==> src/rtl/ula_pkg.sv <==
// ula_pkg: opcodes, writeback sources and FSM states shared by the ULA sequencer
package ula_pkg;
  localparam logic [3:0] OP_LD = 4'b0000, OP_ST = 4'b0001, OP_MVNZ = 4'b0010, OP_MV = 4'b0011,
                         OP_MVI = 4'b0100, OP_ADD = 4'b0101, OP_SUB = 4'b0110, OP_OR = 4'b0111,
                         OP_SLT = 4'b1000, OP_SLL = 4'b1001, OP_SRL = 4'b1010;
  localparam logic [1:0] WB_ALU = 2'd0, WB_MEM = 2'd1, WB_REG = 2'd2, WB_IMM = 2'd3;
  typedef enum logic [2:0] {S_IDLE, S_DECODE, S_EXEC, S_MEMW, S_IMMW, S_WB, S_FIN} state_t;
endpackage

==> src/rtl/ula_wait_timer.sv <==
// ula_wait_timer: response wait counter (clock, resetn, clr, en in; expire out, high on the MAX-th enabled cycle)
module ula_wait_timer #(
  parameter int MAX = 15
)(
  input  logic clock,
  input  logic resetn,
  input  logic clr,
  input  logic en,
  output logic expire
);
  localparam logic [7:0] LAST = 8'(MAX - 1);
  logic [7:0] cnt;
  always_ff @(posedge clock or negedge resetn)
    if (!resetn) cnt <= '0;
    else cnt <= clr ? '0 : en ? cnt + 8'd1 : cnt;
  assign expire = en && cnt == LAST;
endmodule

==> src/rtl/ula_sequencer.sv <==
// ula_sequencer: multi-cycle control FSM (run/instr/nz/mem_ready/imm_valid in; ula_op, sel_x/y, wb_src, reg_write, mem_read/write, imm_req, busy, done, error out)
module ula_sequencer import ula_pkg::*; #(
  parameter int OP_W = 4,
  parameter int REG_AW = 3,
  parameter int MEM_TIMEOUT = 15
)(
  input  logic              clock,
  input  logic              resetn,
  input  logic              run,
  input  logic [15:0]       instr,
  input  logic              nz,
  input  logic              mem_ready,
  input  logic              imm_valid,
  output logic [OP_W-1:0]   ula_op,
  output logic [REG_AW-1:0] sel_x,
  output logic [REG_AW-1:0] sel_y,
  output logic [1:0]        wb_src,
  output logic              reg_write,
  output logic              mem_read,
  output logic              mem_write,
  output logic              imm_req,
  output logic              busy,
  output logic              done,
  output logic              error
);
  state_t state;
  logic [15:6] ir;
  logic [3:0] op;
  logic expire;
  assign op = ir[15:12];
  assign ula_op = state == S_IDLE ? '0 : ir[15 -: OP_W];
  assign sel_x = state == S_IDLE ? '0 : ir[11 -: REG_AW];
  assign sel_y = state == S_IDLE ? '0 : ir[8 -: REG_AW];
  ula_wait_timer #(.MAX(MEM_TIMEOUT)) u_timer (
    .clock (clock),
    .resetn(resetn),
    .clr   (state == S_DECODE),
    .en    (state == S_MEMW || state == S_IMMW),
    .expire(expire)
  );
  always_ff @(posedge clock or negedge resetn)
    if (!resetn) begin
      state     <= S_IDLE;
      ir        <= '0;
      busy      <= 1'b0;
      reg_write <= 1'b0;
      mem_read  <= 1'b0;
      mem_write <= 1'b0;
      imm_req   <= 1'b0;
      wb_src    <= WB_ALU;
      done      <= 1'b0;
      error     <= 1'b0;
    end else begin
      reg_write <= 1'b0;
      mem_read  <= 1'b0;
      mem_write <= 1'b0;
      imm_req   <= 1'b0;
      wb_src    <= WB_ALU;
      done      <= 1'b0;
      error     <= 1'b0;
      case (state)
        S_IDLE:
          if (run) begin
            ir    <= instr[15:6];
            state <= S_DECODE;
            busy  <= 1'b1;
          end
        S_DECODE:
          case (op)
            OP_ADD, OP_SUB, OP_OR, OP_SLT, OP_SLL, OP_SRL: state <= S_EXEC;
            OP_LD: begin
              state    <= S_MEMW;
              mem_read <= 1'b1;
            end
            OP_ST: begin
              state     <= S_MEMW;
              mem_write <= 1'b1;
            end
            OP_MVI: begin
              state   <= S_IMMW;
              imm_req <= 1'b1;
            end
            OP_MV, OP_MVNZ: begin
              state     <= S_WB;
              reg_write <= op == OP_MV || nz;
              wb_src    <= WB_REG;
            end
            default: begin
              state <= S_FIN;
              done  <= 1'b1;
              error <= 1'b1;
            end
          endcase
        S_EXEC: begin
          state     <= S_WB;
          reg_write <= 1'b1;
        end
        S_MEMW:
          if (mem_ready) begin
            state     <= op == OP_LD ? S_WB : S_FIN;
            reg_write <= op == OP_LD;
            wb_src    <= op == OP_LD ? WB_MEM : WB_ALU;
            done      <= op != OP_LD;
          end else if (expire) begin
            state <= S_FIN;
            done  <= 1'b1;
            error <= 1'b1;
          end else begin
            mem_read  <= mem_read;
            mem_write <= mem_write;
          end
        S_IMMW:
          if (imm_valid) begin
            state     <= S_WB;
            reg_write <= 1'b1;
            wb_src    <= WB_IMM;
          end else if (expire) begin
            state <= S_FIN;
            done  <= 1'b1;
            error <= 1'b1;
          end else imm_req <= 1'b1;
        S_WB: begin
          state <= S_FIN;
          done  <= 1'b1;
        end
        default: begin
          state <= S_IDLE;
          busy  <= 1'b0;
        end
      endcase
    end
endmodule

==> config.mk <==
export PLATFORM = sky130hd
export DESIGN_NAME = ula_sequencer
export DESIGN_NICKNAME = d
export VERILOG_FILES = /design/src/rtl/ula_pkg.sv /design/src/rtl/ula_wait_timer.sv /design/src/rtl/ula_sequencer.sv
export SDC_FILE = /design/constraint.sdc
export NUM_CORES = 1
export LEC_CHECK = 0
export ABC_AREA = 1
export BUFFER_PORTS_ARGS = -buffer_cell sky130_fd_sc_hd__buf_2
export CAP_MARGIN = 25
export CORE_MARGIN = 2
export CORE_UTILIZATION = 50
export CTS_CLUSTER_DIAMETER = 150
export DETAILED_ROUTE_END_ITERATION = 8
export PLACE_DENSITY = 0.88
export SLEW_MARGIN = 10
export SYNTH_ARGS = -nofsm -noshare
export SYNTH_HDL_FRONTEND = slang
export SYNTH_SLANG_ARGS = --single-unit
==> constraint.sdc <==
create_clock -name clock -period 2.9 [get_ports clock]
set_input_delay 0.87 -clock clock [delete_from_list [all_inputs] [get_ports clock]]
set_output_delay 0.87 -clock clock [all_outputs]
set_load 0.01 [all_outputs]
# Yosys cells after proc, flatten, opt, wreduce, memory -nomap -nowiden
# Index checks and enable logic that the tools add are counted.
# word_totals
reg_bits	30
inputBits	22
out_inout_bits	19
# op_classes
add_sub_neg	1
eq_ne	18
n_mux	40
bitwise_logic	1
reduce_logical	14
# ops
op	count
1-bit 2-to-1 mux	18
3-bit 2-to-1 mux	6
3-bit one-hot mux with 6 select lines	1
4-bit by 3-bit == test with 1-bit output (second input constant)	4
8-bit 2-to-1 mux	2
4-bit == test (second input constant)	3
3-bit one-hot mux with 4 select lines	1
11-bit OR reduction	1
8-bit by 1-bit adder with 8-bit output (second input constant)	1
4-bit by 2-bit == test with 1-bit output (second input constant)	2
8-bit by 4-bit == test with 1-bit output (second input constant)	1
1-bit one-hot mux with 2 select lines	4
1-bit one-hot mux with 4 select lines	2
3-bit by 2-bit == test with 1-bit output (second input constant)	2
3-bit == test (second input constant)	2
2-bit 2-to-1 mux	3
2-bit one-hot mux with 3 select lines	1
6-bit OR reduction	1
5-bit OR reduction	1
4-bit by 1-bit == test with 1-bit output (second input constant)	1
4-bit zero test	1
4-bit 2-to-1 mux	1
2-bit AND reduction	2
4-bit nonzero test	1
10 further kinds	12

# Longest topological paths before layout
# logic_depth
ltp_word	6
mapped_depth	9

# Modules after synthesis
# A second synthesis with hierarchy kept.
# hier_totals
hier_cells	202
hier_area_um2	1580.3
# modules_own_cells
module	instances	cells_each	area_per_inst_um2	seq_area_each_um2
ula_sequencer	1	137	1109.8	550.5
ula_wait_timer	1	65	470.5	200.2

# Worst setup path before layout
# OpenSTA, ideal clock, no wires.
# synth_timing
path_type	reg-to-output
startpoint	register state[2]
endpoint	output port sel_x[0]
arrival_ns	1.016
required_time_ns	2.030
slack_ns	1.014
path_stages_with_launch	6
path_cell_list	dfrtp_1 -> nor2_1 -> nand2_1 -> inv_1 -> buf_2 -> nor2_1
# synth_between
elab_chain_len	2
# synth_lines
element	line	source
from (decl)	ula_sequencer.sv:26	state_t state;
from (signal assigned)	ula_sequencer.sv:100	state <= op == OP_LD ? S_WB : S_FIN;
3-bit zero test	ula_sequencer.sv:32	assign sel_x = state == S_IDLE ? '0 : ir[11 -: REG_AW];
3-bit 2-to-1 mux	ula_sequencer.sv:32	
to (decl)	ula_sequencer.sv:15	output logic [REG_AW-1:0] sel_x,
# No other way between the ends.

# Final worst setup path
# layout_timing
startpoint	register state[2]
endpoint	output port ula_op[0]
# layout_between
elab_chain_len	2
# layout_lines
element	line	source
3-bit zero test	ula_sequencer.sv:31	assign ula_op = state == S_IDLE ? '0 : ir[15 -: OP_W];
4-bit 2-to-1 mux	ula_sequencer.sv:31	
to (decl)	ula_sequencer.sv:14	output logic [OP_W-1:0] ula_op,
# No other way between the ends.

==> flow_summary_export.csv <==
group,metric,value,unit
power,power_density,944,nW/µm²
logic_synthesis,synth_area_per_cell,7.87,µm²
worst_setup_path,cp-start-kind,"flip-flop",
logic_synthesis,synth_edf_count,0,
drt,viasPerCell,4.88,
floorplanning,die_x,60.5,µm
logic_synthesis,synthArstFlopShare,100,%
drt,dr.pass1.iters,4,
logic_synthesis,yosys.area_share.adder,3.13,%
power,ir_drop,0.556,mV
cells_and_area,final_nets,267,
global_routing,grt_overflow,0,
drt,postRouteWirelength,3100,µm
power,p_leak,1.03,nW
worst_setup_path,crit_chain,"nor2_1 -> nand2_1 -> inv_1 -> nor2_1 -> buf_2",
cells_and_area,fillers,286,
cells_and_area,area_delta_synth_final,16.8,%
logic_synthesis,synth_top_area_share,47.0,%
floorplanning,chipHeight,60.5,µm
floorplanning,ioPinCount,41,
floorplanning,die-area,3660,µm²
logic_synthesis,netlist_area,1600,µm²
sta,fin_crit,2480,ps
sta,fin_skew,7.25,ps
sta,hold_viol,0,
placed_design,place_congestion,0.859,
worst_setup_path,timing.critical_path.mode_cell,"nor2_1",
cells_and_area,drive_above_1_share,23.6,%
logic_synthesis,synth-simple-area-share,28.6,%
sta,rsz0062_at_grt,"no",
worst_setup_path,critPathMaxStageDelay,490,ps
global_routing,grt_max_degree,31,
sta,slew_headroom,57.3,%
logic_synthesis,synth-compound-area-share,11.0,%
worst_setup_path,critPathCaptureType,"output pin",
clocking,cts_resized,0,
floorplanning,core-area,3050,µm²
logic_synthesis,synth_top_family_by_area,"simple AND/OR/NAND/NOR gates",
clocking,clkSinkCount,30,
placed_design,placed_cells,278,
global_routing,grt_usage,19.7,%
logic_synthesis,synth_top_area_cell,"dfrtp_1",
cells_and_area,multi_input_area,692,µm²
clocking,ctsHoldBuffers,0,
worst_setup_path,r2r_start,"state[2]",
logic_synthesis,ys_warn_count,0,
clocking,clock-root-buffer,"clkbuf_4",
worst_setup_path,crit_path_top_delay_cell,"dfrtp_1",
placed_design,preCtsSetupSlack,776,ps
placed_design,io_buffers,34,
worst_setup_path,crit_path_end,"ula_op[0]",
worst_setup_path,crit_fanout,11,
clocking,cts_buffer_depth,2,
sta,period_share,85.6,%
cells_and_area,seqCellArea,751,µm²
sta,setup_slack,419,ps
cells_and_area,final_cells,286,
global_routing,grt_pass1_wl,5200,µm
clocking,clk_latency,330,ps
global_routing,grt_pass1_vias,1223,
worst_setup_path,r2r_setup_slack,1010,ps
cells_and_area,antennaDiodeCount,0,
worst_setup_path,crit_required,2030,ps
power,internal_power,971,µW
logic_synthesis,synth_mux_area_share,0.626,%
logic_synthesis,netlist_top_cells_area,"dfrtp_1 (47%), nand2_1 (8.2%), nor2_1 (8.2%)",
logic_synthesis,syn-num-nets,229,
logic_synthesis,synth-main-ff-cell,"dfrtp_1",
outcome,status,"completed",
logic_synthesis,netlist_instances,203,
clocking,h-tree-depth,2,
logic_synthesis,synth_commonest_cells,"nand2_1 (35), nor2_1 (35), inv_1 (32)",
drt,vias,1395,
floorplanning,start_util,52.3,%
power,switching_share,44.9,%
power,seqPwrFrac,37.5,%
power,p_switching,790,µW
power,power_frac_comb,47.7,%
sta,tightest_slew,640,ps
sta,fmax,0.403,GHz
sta,setup_violations,0,
clocking,cts_buffers,5,
logic_synthesis,synth_cell_types,25,
drt,antenna_left,0,
clocking,path_clk_slew,90,ps
global_routing,grt_antenna_before_repair,0,
clocking,cts_setup_buffers,0,
sta,slew_violations,0,
drt,wl_per_cell,10.8,µm
worst_setup_path,cp.arrival,1610,ps
logic_synthesis,synth_seq_area_share,47.0,%
worst_setup_path,r2r_cells,6,
sta,setup_tns,0,ps
worst_setup_path,crit_start,"state[2]",
logic_synthesis,synthXorXnorAreaFrac,0,%
worst_setup_path,reg2reg_to,"ir[12]",
drt,drt_iter0_markers,69,
power,clockPowerShare,14.7,%
logic_synthesis,ys_seq_elements,30,
floorplanning,rows,20,
job,max_cap_violations,0,
drt,drcViolationCount,0,
hold_path,hold_class,"flip-flop to flip-flop",
worst_setup_path,crit_type,"flip-flop to output pin",
clocking,cts_tree,"built",
placed_design,hpwl,2310,µm
[per-stage QoR]
stage	area [µm²]	total power [mW]	utilization (%)	hold slack, ps
6_report	1870	1.76	61.1	513
3_3_place_gp	1810	1.48	59.1	490
2_1_floorplan	1600	1.26	-	469
3_5_place_dp	1810	1.51	59.1	502
5_1_grt	1870	1.92	61.1	535
4_1_cts	1870	1.78	61.1	520
[cells by family (layout without fill, tap and decap cells)]
group | after synthesis | count (layout)
mux | 1 | 1
simple gates | 98 | 98
buf+inv | 39 | 78
flops | 30 | 30
compound gates | 31 | 31
fa+ha+maj | 4 | 4
[power by group through the flow]
stage / Clock [mW] / Sequential, mW / Combinational (mW)
2_1_floorplan: 0 / 0.667 / 0.589
3_3_place_gp: 0 / 0.662 / 0.818
3_5_place_dp: 0 / 0.670 / 0.843
4_1_cts: 0.266 / 0.661 / 0.849
5_1_grt: 0.287 / 0.679 / 0.954
6_report: 0.259 / 0.661 / 0.841
[sequential cells by signal (all words and copies together), names as in the netlist]
signal,flops
ir,10
u_timer.cnt,8
state,3
wb_src,2
busy,1
done,1
error,1
imm_req,1
mem_read,1
mem_write,1
reg_write,1
[cell usage in the layout, fill, tap and decap left out, types with 2 or more instances in the layout]
cell / count
o31ai_1: 2
nor2_2: 2
buf_2: 34
nand4_1: 2
inv_1: 32
inv_2: 3
a21oi_1: 12
clkbuf_4: 5
o21ai_0: 7
nand3_2: 3
o21ai_1: 5
nor2_1: 35
o22ai_1: 3
nand2_1: 35
nor3_4: 2
dfrtp_1: 30
ha_1: 4
nand3_1: 15
nand2_2: 2
[worst max-delay path: cells and delay by family, from the launching register on]
kind	cells	cell delay [ps]
buffers and inverters	2	420
flip-flops	1	490
AND/OR/NAND/NOR	3	380
[layer usage]
layer  vias up  track usage (%)  wire length, µm
met5         -                0                0
li1        724                -                -
met1       617             23.8             1370
met3         6             6.40              208
met2        48             31.8             1450
met4         0             9.32               67
[how the worst min path moves through the flow]
stage,start,end,depth (start not counted)
CTS,busy,busy,2
floorplan,u_timer.cnt[2],u_timer.cnt[2],1
global route,u_timer.cnt[2],u_timer.cnt[2],1
detailed placement,busy,busy,2
finish,busy,busy,2
global placement,ir[8],ir[8],2
[area by class of cell]
cell class	instances	area share, %
Multi-Input combinational cell	134	37.1
Inverter	36	7.38
Clock inverter	1	0.268
Timing Repair Buffer	34	9.12
Tap cell	44	2.95
Sequential cell	30	40.2
Clock buffer	7	2.95
(Power assumes the default switching activity.)
